`src/rtl/udl_mod_counter.sv`:
```
// udl_mod_counter: up/down/load counter over 0..limit with programmable step,
// wrap or saturate at the boundaries, and a registered terminal-count strobe.
// Ports:
//   clk, reset        clock and synchronous active-high reset
//   enable, up        count enable and direction (1 = up)
//   load, D           parallel load of min(D, limit), not gated by enable
//   clear             synchronous clear to 0, not gated by enable
//   sat               1 = saturate at the boundaries, 0 = wrap modulo limit+1
//   limit, step       top of the count range and per-cycle step
//   Q, tc             registered count and boundary-crossing strobe
//   at_zero, at_max   combinational Q == 0 and Q == limit
module udl_mod_counter #(
    parameter int BITS = 8
) (
    input  logic            clk,
    input  logic            reset,
    input  logic            enable,
    input  logic            up,
    input  logic            load,
    input  logic            clear,
    input  logic            sat,
    input  logic [BITS-1:0] limit,
    input  logic [BITS-1:0] step,
    input  logic [BITS-1:0] D,
    output logic [BITS-1:0] Q,
    output logic            tc,
    output logic            at_zero,
    output logic            at_max
);
    logic [BITS-1:0] q_q, q_d;
    logic            tc_q, tc_d;
    logic [BITS:0]   q_x, lim_x, stp_x, lim_p1, sum, wrap_up, wrap_dn;

    // One extra bit keeps q+step and q+limit+1 from overflowing.
    assign q_x     = {1'b0, q_q};
    assign lim_x   = {1'b0, limit};
    assign stp_x   = {1'b0, step};
    assign lim_p1  = lim_x + {{BITS{1'b0}}, 1'b1};
    assign sum     = q_x + stp_x;
    assign wrap_up = sum - lim_p1;
    // A step larger than limit+1 can make this negative; it then wraps to a
    // value above limit and is forced to 0 like any other out-of-range result.
    assign wrap_dn = q_x + lim_p1 - stp_x;

    always_comb begin
        q_d  = q_q;
        tc_d = 1'b0;
        if (clear) begin
            q_d = '0;
        end else if (load) begin
            q_d = (D > limit) ? limit : D;
        end else if (enable && step != '0) begin
            if (up) begin
                tc_d = sum > lim_x;
                q_d  = !tc_d ? sum[BITS-1:0] :
                       sat   ? limit :
                       (wrap_up <= lim_x) ? wrap_up[BITS-1:0] : '0;
            end else begin
                tc_d = q_q < step;
                q_d  = !tc_d ? q_q - step :
                       sat   ? '0 :
                       (wrap_dn <= lim_x) ? wrap_dn[BITS-1:0] : '0;
            end
        end
    end

    always_ff @(posedge clk) begin
        if (reset) begin
            q_q  <= '0;
            tc_q <= 1'b0;
        end else begin
            q_q  <= q_d;
            tc_q <= tc_d;
        end
    end

    assign Q       = q_q;
    assign tc      = tc_q;
    assign at_zero = q_q == '0;
    assign at_max  = q_q == limit;
endmodule
```
`config.mk`:
```
export PLATFORM = sky130hd
export DESIGN_NAME = udl_mod_counter
export DESIGN_NICKNAME = d
export VERILOG_FILES = /design/src/rtl/udl_mod_counter.sv
export SDC_FILE = /design/constraint.sdc
export NUM_CORES = 1
export LEC_CHECK = 0
export BUFFER_PORTS_ARGS = -buffer_cell sky130_fd_sc_hd__buf_4
export CORE_MARGIN = 10
export CORE_UTILIZATION = 27
export CTS_CLUSTER_SIZE = 25
export DETAILED_ROUTE_END_ITERATION = 10
export GPL_TIMING_DRIVEN = 0
export PLACE_DENSITY = 0.42
export SYNTH_ARGS = -nofsm -noshare
export SYNTH_HDL_FRONTEND = slang
export SYNTH_SLANG_ARGS = --single-unit
```
`constraint.sdc`:
```
create_clock -name clk -period 7.2 [get_ports clk]
set_input_delay 1.08 -clock clk [delete_from_list [all_inputs] [get_ports clk]]
set_output_delay 1.08 -clock clk [all_outputs]
set_load 0.005 [all_outputs]
```
Word level (Yosys, flattened, before mapping)
Index checks and enable logic that the tools add are counted.

Flip-flop bits (word level): 9. Logic and storage cells: 32.

Add/sub/neg operators: 6. $lt $le $gt $ge: 5. Eq/ne operators: 1. Mux-type cells: 11. Bitwise operators: 1. Reduce and logical (&&, ||, !) cells: 6.

Operators with widths (number): two-way mux 8 bit (10); <= comparator 9 x 8 -> 1 bit (2); adder 8 x 1 -> 9 bit, second input constant (1); adder 8 x 8 -> 9 bit (1); adder 8 x 9 -> 9 bit (1); > comparator 9 x 8 -> 1 bit (1); subtractor 9 x 8 -> 9 bit (1); subtractor 9 bit (1); == test 8 bit (1); > comparator 8 bit (1); logical NOT 8 bit (1); < comparator 8 bit (1); nonzero test 8 bit (1); subtractor 8 bit (1); OR reduction 4 bit (1); nonzero test 2 bit (1); OR reduction 2 bit (1); logical AND 1 bit (1); two-way mux 1 bit (1); inverter 1 bit (1).

Depth between registers and ports, before layout
Depth after elaboration: 10. Depth in mapped cells: 21. Depth with buffers taken out: 20.

Worst setup path after synthesis
Ideal clock, no wire load.

Kind: input -> register. Start: input step[0]. End: register q_q[4], in the netlist Q[4]. Arrival: 4.769 ns. Slack: 2.344 ns. Cell stages on the path: 20. Path buffers: 0. Cell sequence: ha_1 > fa_1 > nand2b_1 > a21oi_1 > nor2_1 > xor2_1 > ha_1 > o21a_1 > o31a_1 > o21a_1 > nor2_1 > xnor2_1 > ha_1 > a2111oi_0 > o21ai_0 > a21oi_1 > nor3_1 > nor3_1 > nand3_1 > a221oi_2.

Cells in the longest elaborated chain, start to end: 9.

RTL lines: start: declaration (line 23) `input logic [BITS-1:0] step,`; adder 8 x 8 -> 9 bit (line 39) `assign sum = q_x + stp_x;`; subtractor 9 bit (line 40) `assign wrap_up = sum - lim_p1;`; <= comparator 9 x 8 -> 1 bit (line 57) `(wrap_up <= lim_x) ? wrap_up[BITS-1:0] : '0;`; two-way mux 8 bit (line 57); two-way mux 8 bit (line 56) `sat ? limit :`; two-way mux 8 bit (line 55) `q_d = !tc_d ? sum[BITS-1:0] :`; two-way mux 8 bit (line 53) `if (up) begin`; two-way mux 8 bit (line 52) `end else if (enable && step != '0) begin`; two-way mux 8 bit (line 50) `end else if (load) begin`; end signal: assignment (line 72) `q_q <= q_d;`; end: declaration (line 30) `logic [BITS-1:0] q_q, q_d;`.

Parallel ways exist; a longest one is shown, timed or not. The select of a mux whose other input is x is not followed. A chain may end at the register's enable or synchronous reset.

Worst setup path after layout
Start: input limit[0]. End: register q_q[4], in the netlist Q[4].

Cells in the longest elaborated chain, start to end: 10.

RTL lines: start: declaration (line 22) `input logic [BITS-1:0] limit,`; adder 8 x 1 -> 9 bit (line 38) `assign lim_p1 = lim_x + {{BITS{1'b0}}, 1'b1};`; adder 8 x 9 -> 9 bit (line 43) `assign wrap_dn = q_x + lim_p1 - stp_x;`; subtractor 9 x 8 -> 9 bit (line 43); <= comparator 9 x 8 -> 1 bit (line 62) `(wrap_dn <= lim_x) ? wrap_dn[BITS-1:0] : '0;`; two-way mux 8 bit (line 62); two-way mux 8 bit (line 61) `sat ? '0 :`; two-way mux 8 bit (line 60) `q_d = !tc_d ? q_q - step :`; two-way mux 8 bit (line 53); two-way mux 8 bit (line 52); two-way mux 8 bit (*) (line 50).

Mark *: on every way between the ends. The rest lies on a longest branch, timed or not. The select of a mux whose other input is x is not followed.

==> metrics <==
number of global-route vias before repair=~3300; Gate Count Post-Synth=427; Post-DRT Antenna Nets=0; die area=0.01719 mm2; Post-Synth XOR/XNOR Area=9.459%; Synth Warn #=0; Detailed Routing Iterations Pass 1=4; root buf cell=clkbuf_16; min cycle time layout=about 5.8 ns; worst r2r path cells=20; GRT Residual Overflow=0; fillers=1313; leakage power total=1.754 nW; RD Place Congestion=0.8457; DP Wirelength=roughly 11000 um; CTS Buffer Depth=2; Hold Crit Class=reg -> reg; total CTS buffers=3; Req. time, crit path=7.35 ns; most frequent cells after synthesis=64 x ha_1, 47 x inv_1, 33 x nor2_1; Mapped Nets=533; worst vdd ir=0.06706 mV; DRC Markers=0; routed via count=3272; Die H=~130 um; Compound-Gate Fraction of Synth Area=26.88%; P&R area growth vs syn=17.45%; Die Span X=131.1 um; clock sinks=9; Post-synth ARST share=0%; CTS HTree Levels=1; CTS tree=yes; CP endpoint kind=flop; worst-skew pair later-pin latency=0.24 ns; # diodes=0; mux cell area share after synthesis=2.102%; Starting DRT DRC Count=roughly 270; Rows=40; initial antenna violation count=0; Crit Path Max Fanout=8; Post-Route WL=~13000 um; routed wire length per instance=19.85 um; synth unique cells=56; WP data arrival=5.95 ns; first-pass GRT wire length=19440 um; cts repair resizes=0; dominant cell type by area after synthesis=ha_1; sequential area share after synthesis=5.405%; clock slew at reported path FFs=0.04 ns; starting density of the core=27.63%; top-area cell type share of the netlist area=roughly 24%; top-count cell post-synth=ha_1; Max Transition Viols Final=0; final number of hold-violating endpoints=0; share of cells above drive strength 1=roughly an eighth; worst clock skew=0.001541 ns; Core Area=0.01206 mm2; Synth area leaders=ha_1 24%, xnor2_1 7.1%, fa_1 6.6%, dfxtp_1 5.4%, inv_1 5.3%; Post-CTS Setup Inserts=0; Max Cap Violations=0; RSZ-0062 raised after global routing=no; Synth Area in Simple Gates=18.62%; fin crit share=80.56%; outcome=completed; Setup TNS Final=0 ns; highest clock rate=172.4 MHz; post-synthesis area per instance=about 7.8 um2; WL met1=5884 um; Max-Slew Margin vs Limit=about a third; Worst Tran Pin Value=0.9895 ns; Post-synth top flop=dfxtp_1; placed cell count=634; WL met2=6201 um; highest routed layer=met4; PwrDens=179.3 mW/mm2; Setup crit start kind=input pin; Port Buffers=39; Hold Buf Count CTS=0; cell area after synthesis=0.003333 mm2; Adder-Cell Fraction of Synth Area=between 30% and 40%; Multi-input gate area=0.002923 mm2; final net count=577; I/O Pins=42; number of synthesized register bits=9; met3 wire len=478 um; largest family of logic cells by synthesized area=adder cells; vias per cell=5.129; kind of critical path=in -> reg; hold depth=2; Finished Layout Cells=roughly 640; Finish-stage setup viols=0; sequential cell area=180.2 um2; number of synthesized flops with an enable pin=0; Total GRT Usage=14.12%; largest net degree at the start of global routing=11
sequential cells by signal, summed over array words and instances, names as in the netlist:
| register | flops |
|---|---|
| Q | 8 |
| tc | 1 |
through the flow:
stage / power (mW) / area [um2] / hold WS (ns) / util, % / worst slack [ns]
floorplan: 0.4450 / 3333 / 0.6508 / - / 2.344
global placement: 0.5966 / 3836 / 0.7760 / 31.81 / 1.237
detailed placement: 0.6043 / 3836 / 0.7939 / 31.81 / 1.161
CTS: 0.7068 / 3915 / 0.7824 / 32.46 / 1.404
global route: 0.7717 / 3915 / 0.7987 / 32.46 / 1.016
finish: 0.7019 / 3915 / 0.7812 / 32.46 / 1.399
area by class of cell:
cell class	count	share of cell area, %
buffer	11	1.374
sequential	9	4.602
tap	168	5.369
clock buffer	4	2.013
timing repair buffer	39	7.478
multi-input combinational	360	74.66
inverter	47	4.506
kinds of logic (layout without fill, tap and decap cells):
logic type | after synthesis | after routing
AOI/OAI and AO/OA | 128 | 128
xor gates and xnor gates | 36 | 36
adders and majority gates | 75 | 75
buffers and inverters | 58 | 101
DFF | 9 | 9
muxes | 7 | 7
and+or+nand+nor | 114 | 114
layer usage:
layer | global-route usage (%) | vias up
met2 | 23.97 | 64
met5 | 0 | -
met3 | 0.8765 | 10
met1 | 19.28 | 1554
li1 | - | 1644
met4 | 2.438 | 0
cells in the final DEF, fill, tap and decap left out, drive strengths merged, types with 9 or more instances in the layout:
cell    synthesis  layout
nor2b          12      12
dfxtp           9       9
nand3          23      23
xor2            9       9
ha             64      64
buf             5      44
o21ai          30      30
a21o           14      14
clkbuf          6      10
a21oi          26      26
fa             11      11
inv            47      47
nor2           33      33
xnor2          27      27
o21a           12      12
final timing paths:
kind	from	end	slack (ns)
min	Q[4]	Q[4]	0.78
max reg2reg	Q[0]	Q[6]	1.98
min reg2reg	Q[4]	Q[4]	0.78
max	limit[0]	Q[4]	1.40
report_power, final:
part | internal [mW] | switching, mW
Combinational | 0.226 | 0.311
Sequential | 0.0535 | 0.0111
Clock | 0.0742 | 0.0256
Total | 0.354 | 0.348
critical path, cell delays in order:
cell and delay, ns:
buf_4 0.16, clkbuf_1 0.40, nand2_1 0.13, nor2_1 0.13, xnor2_1 0.21, fa_1 0.55
inv_1 0.05, ha_1 0.34, nand3_1 0.09, o22ai_1 0.19, nor2_1 0.08, xnor2_1 0.36
ha_1 0.35, a2111oi_0 0.42, o21ai_0 0.15, a21oi_1 0.19, o21ai_2 0.10, nor4_4 0.46
a211oi_1 0.20, a221oi_2 0.29
(Power assumes the default switching activity.)
